File: config.mk
export PLATFORM = sky130hd
export DESIGN_NAME = jclock_stepper
export DESIGN_NICKNAME = d
export VERILOG_FILES = /design/src/rtl/jtiming_pkg.sv /design/src/rtl/jstepper.sv /design/src/rtl/jclock_stepper.sv
export SDC_FILE = /design/constraint.sdc
export NUM_CORES = 1
export LEC_CHECK = 0
export BUFFER_PORTS_ARGS = -buffer_cell sky130_fd_sc_hd__buf_2
export CORE_ASPECT_RATIO = 0.9
export CORE_MARGIN = 3
export CORE_UTILIZATION = 40
export DETAILED_ROUTE_END_ITERATION = 10
export PLACE_DENSITY = 0.64
export SLEW_MARGIN = 20
export SYNTH_ARGS = -nofsm -noshare
export SYNTH_HDL_FRONTEND = slang
export SYNTH_SLANG_ARGS = --single-unit
File: constraint.sdc
create_clock -name clk -period 2.7 [get_ports clk]
set_clock_uncertainty 0.2 [all_clocks]
set_input_delay 0.27 -clock clk [delete_from_list [all_inputs] [get_ports clk]]
set_output_delay 0.27 -clock clk [all_outputs]
set_load 0.05 [all_outputs]
File: src/rtl/jtiming_pkg.sv
// Shared timing definitions for the clock-phase generator and its step ring.
package jtiming_pkg;

  typedef logic [1:0] phase_t;

  localparam phase_t PH_0 = 2'd0;
  localparam phase_t PH_1 = 2'd1;
  localparam phase_t PH_2 = 2'd2;
  localparam phase_t PH_3 = 2'd3;

  localparam int NSTEPS = 6;

  typedef enum logic [1:0] {
    ST_IDLE   = 2'd0,
    ST_TICK   = 2'd1,
    ST_HALTED = 2'd2
  } ctrl_state_t;

  // Phase to {clk, clkd}: clkd is clk delayed by one phase.
  function automatic logic [1:0] phase_clocks(input phase_t ph);
    logic [1:0] pair;
    case (ph)
      PH_0:    pair = 2'b10;
      PH_1:    pair = 2'b11;
      PH_2:    pair = 2'b01;
      PH_3:    pair = 2'b00;
      default: pair = 2'b00;
    endcase
    return pair;
  endfunction

endpackage

File: src/rtl/jstepper.sv
// One-hot step ring; resets to the last step so the first advance lands on step 0.
module jstepper
  import jtiming_pkg::*;
(
  input  logic              clk,
  input  logic              rst,
  input  logic              advance,
  output logic [0:NSTEPS-1] stp_bus
);

  // Rotate toward higher indices; the last step wraps to step 0.
  always_ff @(posedge clk or posedge rst) begin
    if (rst) begin
      stp_bus <= 6'b000001;
    end else if (advance) begin
      stp_bus <= {stp_bus[NSTEPS-1], stp_bus[0:NSTEPS-2]};
    end else begin
      stp_bus <= stp_bus;
    end
  end

endmodule

File: src/rtl/jclock_stepper.sv
// Four-phase CPU clock generator with run / single-step / halt control and a
// six-step one-hot stepper; every output is a register.
module jclock_stepper
  import jtiming_pkg::*;
#(
  parameter int DIV = 1
) (
  input  logic       clk,
  input  logic       reset,
  input  logic       run,
  input  logic       step,
  input  logic       halt,
  output logic       CLK_clk,
  output logic       CLK_clkd,
  output logic       CLK_clke,
  output logic       CLK_clks,
  output logic [0:5] STP_bus,
  output logic       halted,
  output logic       cycle_done
);

  localparam int PW = (DIV > 1) ? $clog2(DIV) : 1;
  localparam logic [PW-1:0] PRE_LAST = PW'(DIV - 1);

  ctrl_state_t   state_r, state_s;
  phase_t        ph_r, ph_s;
  logic [PW-1:0] pre_r, pre_s;
  logic          halted_s;
  logic          advance_s;
  logic          cycle_done_s;
  logic [1:0]    pair_s;
  logic          last_clk_s;

  assign last_clk_s = (pre_r == PRE_LAST);
  assign pair_s     = phase_clocks(ph_s);

  // Next-state logic for the control FSM, prescaler and phase counter.
  always_comb begin
    state_s   = state_r;
    ph_s      = ph_r;
    pre_s     = pre_r;
    halted_s  = halted;
    advance_s = 1'b0;
    case (state_r)
      ST_IDLE: begin
        if (run || step) begin
          state_s   = ST_TICK;
          ph_s      = PH_0;
          pre_s     = {PW{1'b0}};
          advance_s = 1'b1;
        end else begin
          state_s = ST_IDLE;
        end
      end
      ST_TICK: begin
        if (!last_clk_s) begin
          pre_s = pre_r + PW'(1);
        end else if (ph_r == PH_3) begin
          pre_s = {PW{1'b0}};
          if (halted) begin
            state_s = ST_HALTED;
          end else if (run) begin
            ph_s      = PH_0;
            advance_s = 1'b1;
          end else begin
            state_s = ST_IDLE;
          end
        end else begin
          pre_s = {PW{1'b0}};
          ph_s  = ph_r + 2'd1;
          // Halt is only honoured at the close of phase 1 of the final step.
          if ((ph_r == PH_1) && STP_bus[NSTEPS-1] && halt) begin
            halted_s = 1'b1;
          end else begin
            halted_s = halted;
          end
        end
      end
      ST_HALTED: begin
        state_s = ST_HALTED;
      end
      default: begin
        state_s = ST_IDLE;
        ph_s    = PH_3;
        pre_s   = {PW{1'b0}};
      end
    endcase
    // STP_bus only moves on entry to phase 0, so its current value is valid here.
    cycle_done_s = (state_s == ST_TICK) && (ph_s == PH_3) && (pre_s == PRE_LAST)
                   && STP_bus[NSTEPS-1];
  end

  // State and output registers, loaded from next-state decode.
  always_ff @(posedge clk or posedge reset) begin
    if (reset) begin
      state_r    <= ST_IDLE;
      ph_r       <= PH_3;
      pre_r      <= {PW{1'b0}};
      halted     <= 1'b0;
      cycle_done <= 1'b0;
      CLK_clk    <= 1'b0;
      CLK_clkd   <= 1'b0;
      CLK_clke   <= 1'b0;
      CLK_clks   <= 1'b0;
    end else begin
      state_r    <= state_s;
      ph_r       <= ph_s;
      pre_r      <= pre_s;
      halted     <= halted_s;
      cycle_done <= cycle_done_s;
      CLK_clk    <= pair_s[1];
      CLK_clkd   <= pair_s[0];
      CLK_clke   <= pair_s[1] | pair_s[0];
      CLK_clks   <= pair_s[1] & pair_s[0];
    end
  end

  jstepper u_stepper (
    .clk     (clk),
    .rst     (reset),
    .advance (advance_s),
    .stp_bus (STP_bus)
  );

endmodule

# == Word level (Yosys, flattened, before mapping) ==
# Index checks and enable logic that the tools add are counted.
# classes
muxes,22
n_bitwise,5
reduce_logical,9
n_eq_ne,8
addsub,2
# ops
op,n
$mux 2,9
$pmux 2 s3,2
$eq 2x1->1 const B,4
$eq 2x2->1 const B,4
$mux 1,8
$pmux 2 s4,1
$logic_and 1x1->1,5
$logic_not 2->1,2
$reduce_and 4->1,1
$not 1->1,3
$pmux 1 s3,1
$add 2x1->2 const B,1
$pmux 1 s2,1
$add 1x1->1 const B,1
$and 1x1->1,1
$logic_or 1x1->1,1
$or 1x1->1,1
# totals
elab_cells,56
out_inout_bits,12
ff_bits,17
in_bits,5

# == Longest topological paths before layout ==
# logic_depth
ltp_word,9
mapped_depth,7

# == Hierarchy ==
# From an unflattened synthesis, not the netlist that was laid out.
# unflattened
cells_unflattened,62
area_unflattened_um2,814.5
# by_module_without_submodules
module,instances,cells_each,area_each_um2
jclock_stepper,1,48,558.0
jstepper,1,14,256.5

# == Least setup slack after synthesis ==
# Ideal clock, no wire load.
# synth_path
path_type,register to register
startpoint,register ph_r[0]
endpoint,register cycle_done
path_stages_with_launch,8
t_arrival_ns,1.721
n_path_buf,0
path_slack_ns,0.702
setup_time_ns,0.077
synth_period_minus_slack_ns,1.998
cell_sequence,dfstp_2 -> ha_1 -> or4b_4 -> o21bai_2 -> a22o_1 -> ha_1 -> nand2_1 -> a21oi_1
# synth_between
elab_chain_cells,9
word_cells_on_any_way,16
cone_classes,add/sub (1); eq/ne (3); mux (9); reduce/logical (3)
# synth_lines
item,line,text
from (decl),jclock_stepper.sv:26,"phase_t ph_r, ph_s;"
from (signal assigned),jclock_stepper.sv:107,ph_r <= ph_s;
"parallel branches: the longest is 4 deep, another holds $add 2x1->2",-,
$pmux 2 s3 *,jclock_stepper.sv:44,case (state_r)
named net ph_s[0],jclock_stepper.sv:26,
$eq 2x2->1 *,jclock_stepper.sv:89,cycle_done_s = (state_s == ST_TICK) && (ph_s == PH_3) && (pre_s == PRE_LAST)
$logic_and 1x1->1 * (2 in a row),jclock_stepper.sv:89,
$logic_and 1x1->1 *,jclock_stepper.sv:90,&& STP_bus[NSTEPS-1];
named net cycle_done_s,jclock_stepper.sv:30,logic cycle_done_s;
to (signal assigned),jclock_stepper.sv:110,cycle_done <= cycle_done_s;
to (decl),jclock_stepper.sv:19,output logic cycle_done
# Mark *: on every way through the listed nets, which the timed path passes.
# A chain may end at the register's enable or synchronous reset.

# == Worst setup path in the final report ==
# layout_path
startpoint,register ph_r[1]
endpoint,register cycle_done
# layout_between
word_cells_on_any_way,16
cone_classes,add/sub (1); eq/ne (3); mux (9); reduce/logical (3)
# layout_rtl
item,line,text
$eq 2x2->1,jclock_stepper.sv:58,end else if (ph_r == PH_3) begin
$mux 2,jclock_stepper.sv:58,
$mux 2,jclock_stepper.sv:56,if (!last_clk_s) begin
$pmux 2 s3,jclock_stepper.sv:44,
named net ph_s[0],jclock_stepper.sv:26,
$eq 2x2->1,jclock_stepper.sv:89,
$logic_and 1x1->1 (2 in a row),jclock_stepper.sv:89,
$logic_and 1x1->1,jclock_stepper.sv:90,
named net cycle_done_s,jclock_stepper.sv:30,
# The timed path passes the listed nets, and every way through them passes these cells.

==> results_dict.tcl <==
set metrics [dict create \
    worst_max_slew_margin_expressed_relative_to_the_limit 0.590 \
    dpl.cell_count 98 \
    worst_path_largest_cell_delay_ns 0.57 \
    critical_path_depth 7 \
    global_route_wire_length_before_repair_mm 2.51 \
    clk_transition_reported_paths_ns 0.10 \
    syn_inst 59 \
    numPortBuffers 16 \
    end_kind "register" \
    remaining_drc_errors 0 \
    preCtsSetupSlack_ns 0.540 \
    worst-r2r-cell-count 7 \
    timing.setup.critical_path_class "register to register" \
    starting_density_of_the_core 0.450 \
    postSynthNetCount 68 \
    outcome "completed" \
    num_rows 14 \
    synth.ff_latch_count 17 \
    worst_reg2reg_path_endpoint "cycle_done" \
    min_period_over_period 0.831 \
    drt_pass1_iterations 4 \
    slew_viol_final 0 \
    cts_max_path_buffers 2 \
    routed_wire_length_per_instance_um 13.5 \
    finalCriticalPeriod_ns 2.24 \
    design.core.area_mm2 0.00179 \
    cts_inserted_buffers 3 \
    cp.required_ns 2.72 \
    dr.first_iter.drc_count 3 \
    antenna_violations_before_repair 0 \
    finalSetupViolCount 0 \
    cts_setup_buffers 0 \
    power_density_mw_per_mm2 1020 \
    ir_worst_vdd_mv 0.675 \
    gp_routability_congestion 0.749 \
    min-delay-path-class "input port to register" \
    synthesis.yosys.warnings 0 \
    antenna_cells_inserted 0 \
    fill_cells 160 \
    count_of_buffer_and_inverter_cells_on_the_critical_path 0 \
    critical_path.startpoint_type "register" \
    grt_setup_unrepaired "no" \
    timing.critical_path.arrival_ns 2.26 \
    num-nets-final 89 \
    grt_overflow 0 \
    final_cell_count_without_fillers 103 \
    timing.final.hold_violations 0 \
    global_route_usage_over_all_layers 0.132 \
    tns_ns 0 \
    hold_depth 3 \
    post_synth_num_cell_types 27 \
    timing.fmax_mhz 446 \
    layout_setup_ws_ns 0.458 \
    flow.area_growth_from_synthesis_pct 17.0 \
    crit_slowest_cell "dfstp_2" \
    postRouteWirelength_mm 1.39 \
    synth-seq-area-share 0.534 \
    clk-insertion-delay-late_ns 0.29 \
    regToRegStartpoint "ph_r[1]" \
    cp_capture_point "cycle_done" \
    max_slew.worst_pin.slew_ns 0.614 \
    number_of_vias_per_cell 4.87 \
    share_of_layout_cells_above_drive_strength_1 0.443 \
    die_x_um 53.2 \
    r2r_slack_ns 0.46 \
    vias 502 \
    hpwlAfterDp_mm 1.00 \
    most_frequent_cp_cell "ha_1" \
    clk_root_buffer_cell "clkbuf_4" \
    cap_viol_max_count 0 \
    fin_total_pwr_uw 963 \
    postRouteAntennaNets 0 \
    sink_count 17 \
    cts_tree "yes" \
    power.static_leakage_uw 0.000462 \
    postSynthAreaPerCell_um2 13.6 \
    first_global_vias 519 \
    crit_chain "ha_1 -> nor2_1 -> o32ai_1 -> a22o_1 -> ha_1 -> nand2_1 -> a21oi_1" \
    worst_hold_startpoint "halt" \
    worstSetupStartpoint "ph_r[1]" \
    post_synthesis_instance_area_um2 803 \
    cpLargestDelayFamily "compound AO/OA/AOI/OAI gates" \
    die_height_um 48.5 \
    ios 17 \
    grt_max_degree 18 \
    cts.htree.levels 1 \
    design.die.area_mm2 0.00258 \
    worst_path_fanout_max 4 \
]
layout make-up:
| type | instances | area (um2) | area share |
|---|---|---|---|
| clock buffer | 3 | 22.5 | 0.0240 |
| sequential | 17 | 429 | 0.457 |
| multi-input combinational | 36 | 344 | 0.366 |
| tap | 24 | 30.0 | 0.0320 |
| clock inverter | 1 | 5.00 | 0.00533 |
| inverter | 5 | 18.8 | 0.0200 |
| timing repair buffer | 17 | 90.1 | 0.0959 |
per-stage QoR:
step | cell area [um2] | hold WS [ns] | utilization
finish | 940 | 0.0501 | 0.526
global route | 940 | 0.0591 | 0.526
CTS | 940 | 0.0452 | 0.526
detailed placement | 902 | 0.180 | 0.505
global placement | 902 | 0.182 | 0.505
floorplan | 803 | -0.00612 | -
power breakdown:
part	switching (uW)	internal [uW]	leakage (uW)
sequential	62.5	323	0.000207
combinational	258	188	0.000237
clock	75.9	55.0	0.0000177
total	396	566	0.000462
timing repair:
action	4_1_cts	5_1_grt
gates resized for setup	0	0
hold endpoints to repair	14	0
hold buffers	1	0
routing by layer:
layer / track usage / wire length (um) / vias up
met3: 0.0276 / 66 / 2
met5: 0 / 0 / -
li1: - / - / 254
met4: 0.0638 / 14 / 0
met1: 0.193 / 750 / 231
met2: 0.182 / 561 / 15
synthesized netlist by cell type:
library cell / n / area share
a21oi_1: 1 / 0.0062
a221o_2: 1 / 0.014
a221oi_1: 1 / 0.011
a22o_1: 1 / 0.011
a31o_2: 1 / 0.011
buf_6: 1 / 0.014
dfrtp_1: 14 / 0.44
dfstp_2: 3 / 0.098
ha_1: 4 / 0.062
inv_1: 5 / 0.023
mux2_1: 3 / 0.042
mux2_2: 3 / 0.042
nand2_1: 2 / 0.0093
nand2b_1: 3 / 0.023
nand2b_4: 3 / 0.051
nand3_1: 1 / 0.0062
nor2_1: 2 / 0.0093
nor3_1: 1 / 0.0062
nor3b_1: 1 / 0.0093
o21ai_0: 1 / 0.0062
o21ba_2: 1 / 0.012
o21bai_1: 1 / 0.0093
o21bai_2: 1 / 0.014
o31ai_1: 1 / 0.0093
o32ai_1: 1 / 0.011
o32ai_4: 1 / 0.034
or4b_4: 1 / 0.017
worst min-delay path by stage:
stage,endpoint
after global routing,halted
after detailed placement,CLK_clke
after CTS,halted
after floorplan,CLK_clk
final,halted
after global placement,CLK_clke
cells by family after synthesis:
group                    Yosys count  share of synthesized area
multiplexers                       6                     0.0841
buffers and inverters              6                     0.0374
adder cells (fa/ha/maj)            4                     0.0623
flip-flops                        17                      0.534
AND/OR/NAND/NOR                   14                      0.132
AO/OA/AOI/OAI                     12                      0.150
flip-flops by register name, summed over array words and instances, names as in the netlist:
register,count
state_r,2
CLK_clke,1
halted,1
cycle_done,1
u_stepper.stp_bus,6
ph_r,2
CLK_clks,1
CLK_clk,1
CLK_clkd,1
pre_r,1
cell usage in the layout (no fill, tap or decap), types with 2 or more instances in the layout:
master | synthesis | final
dfstp_2 | 3 | 3
nor2_1 | 2 | 2
ha_1 | 4 | 4
mux2_1 | 3 | 3
inv_1 | 5 | 5
mux2_2 | 3 | 3
nand2b_4 | 3 | 3
dfrtp_1 | 14 | 14
clkbuf_4 | 0 | 3
nand2b_1 | 3 | 3
buf_2 | 0 | 16
nand2_1 | 2 | 2
worst register-to-register path, cell delays in order (launching register included):
cell	delay (ns)
dfstp_2	0.57
ha_1	0.28
nor2_1	0.06
o32ai_1	0.45
a22o_1	0.27
ha_1	0.18
nand2_1	0.05
a21oi_1	0.11
Note: power is estimated with default switching activity, not from simulation.
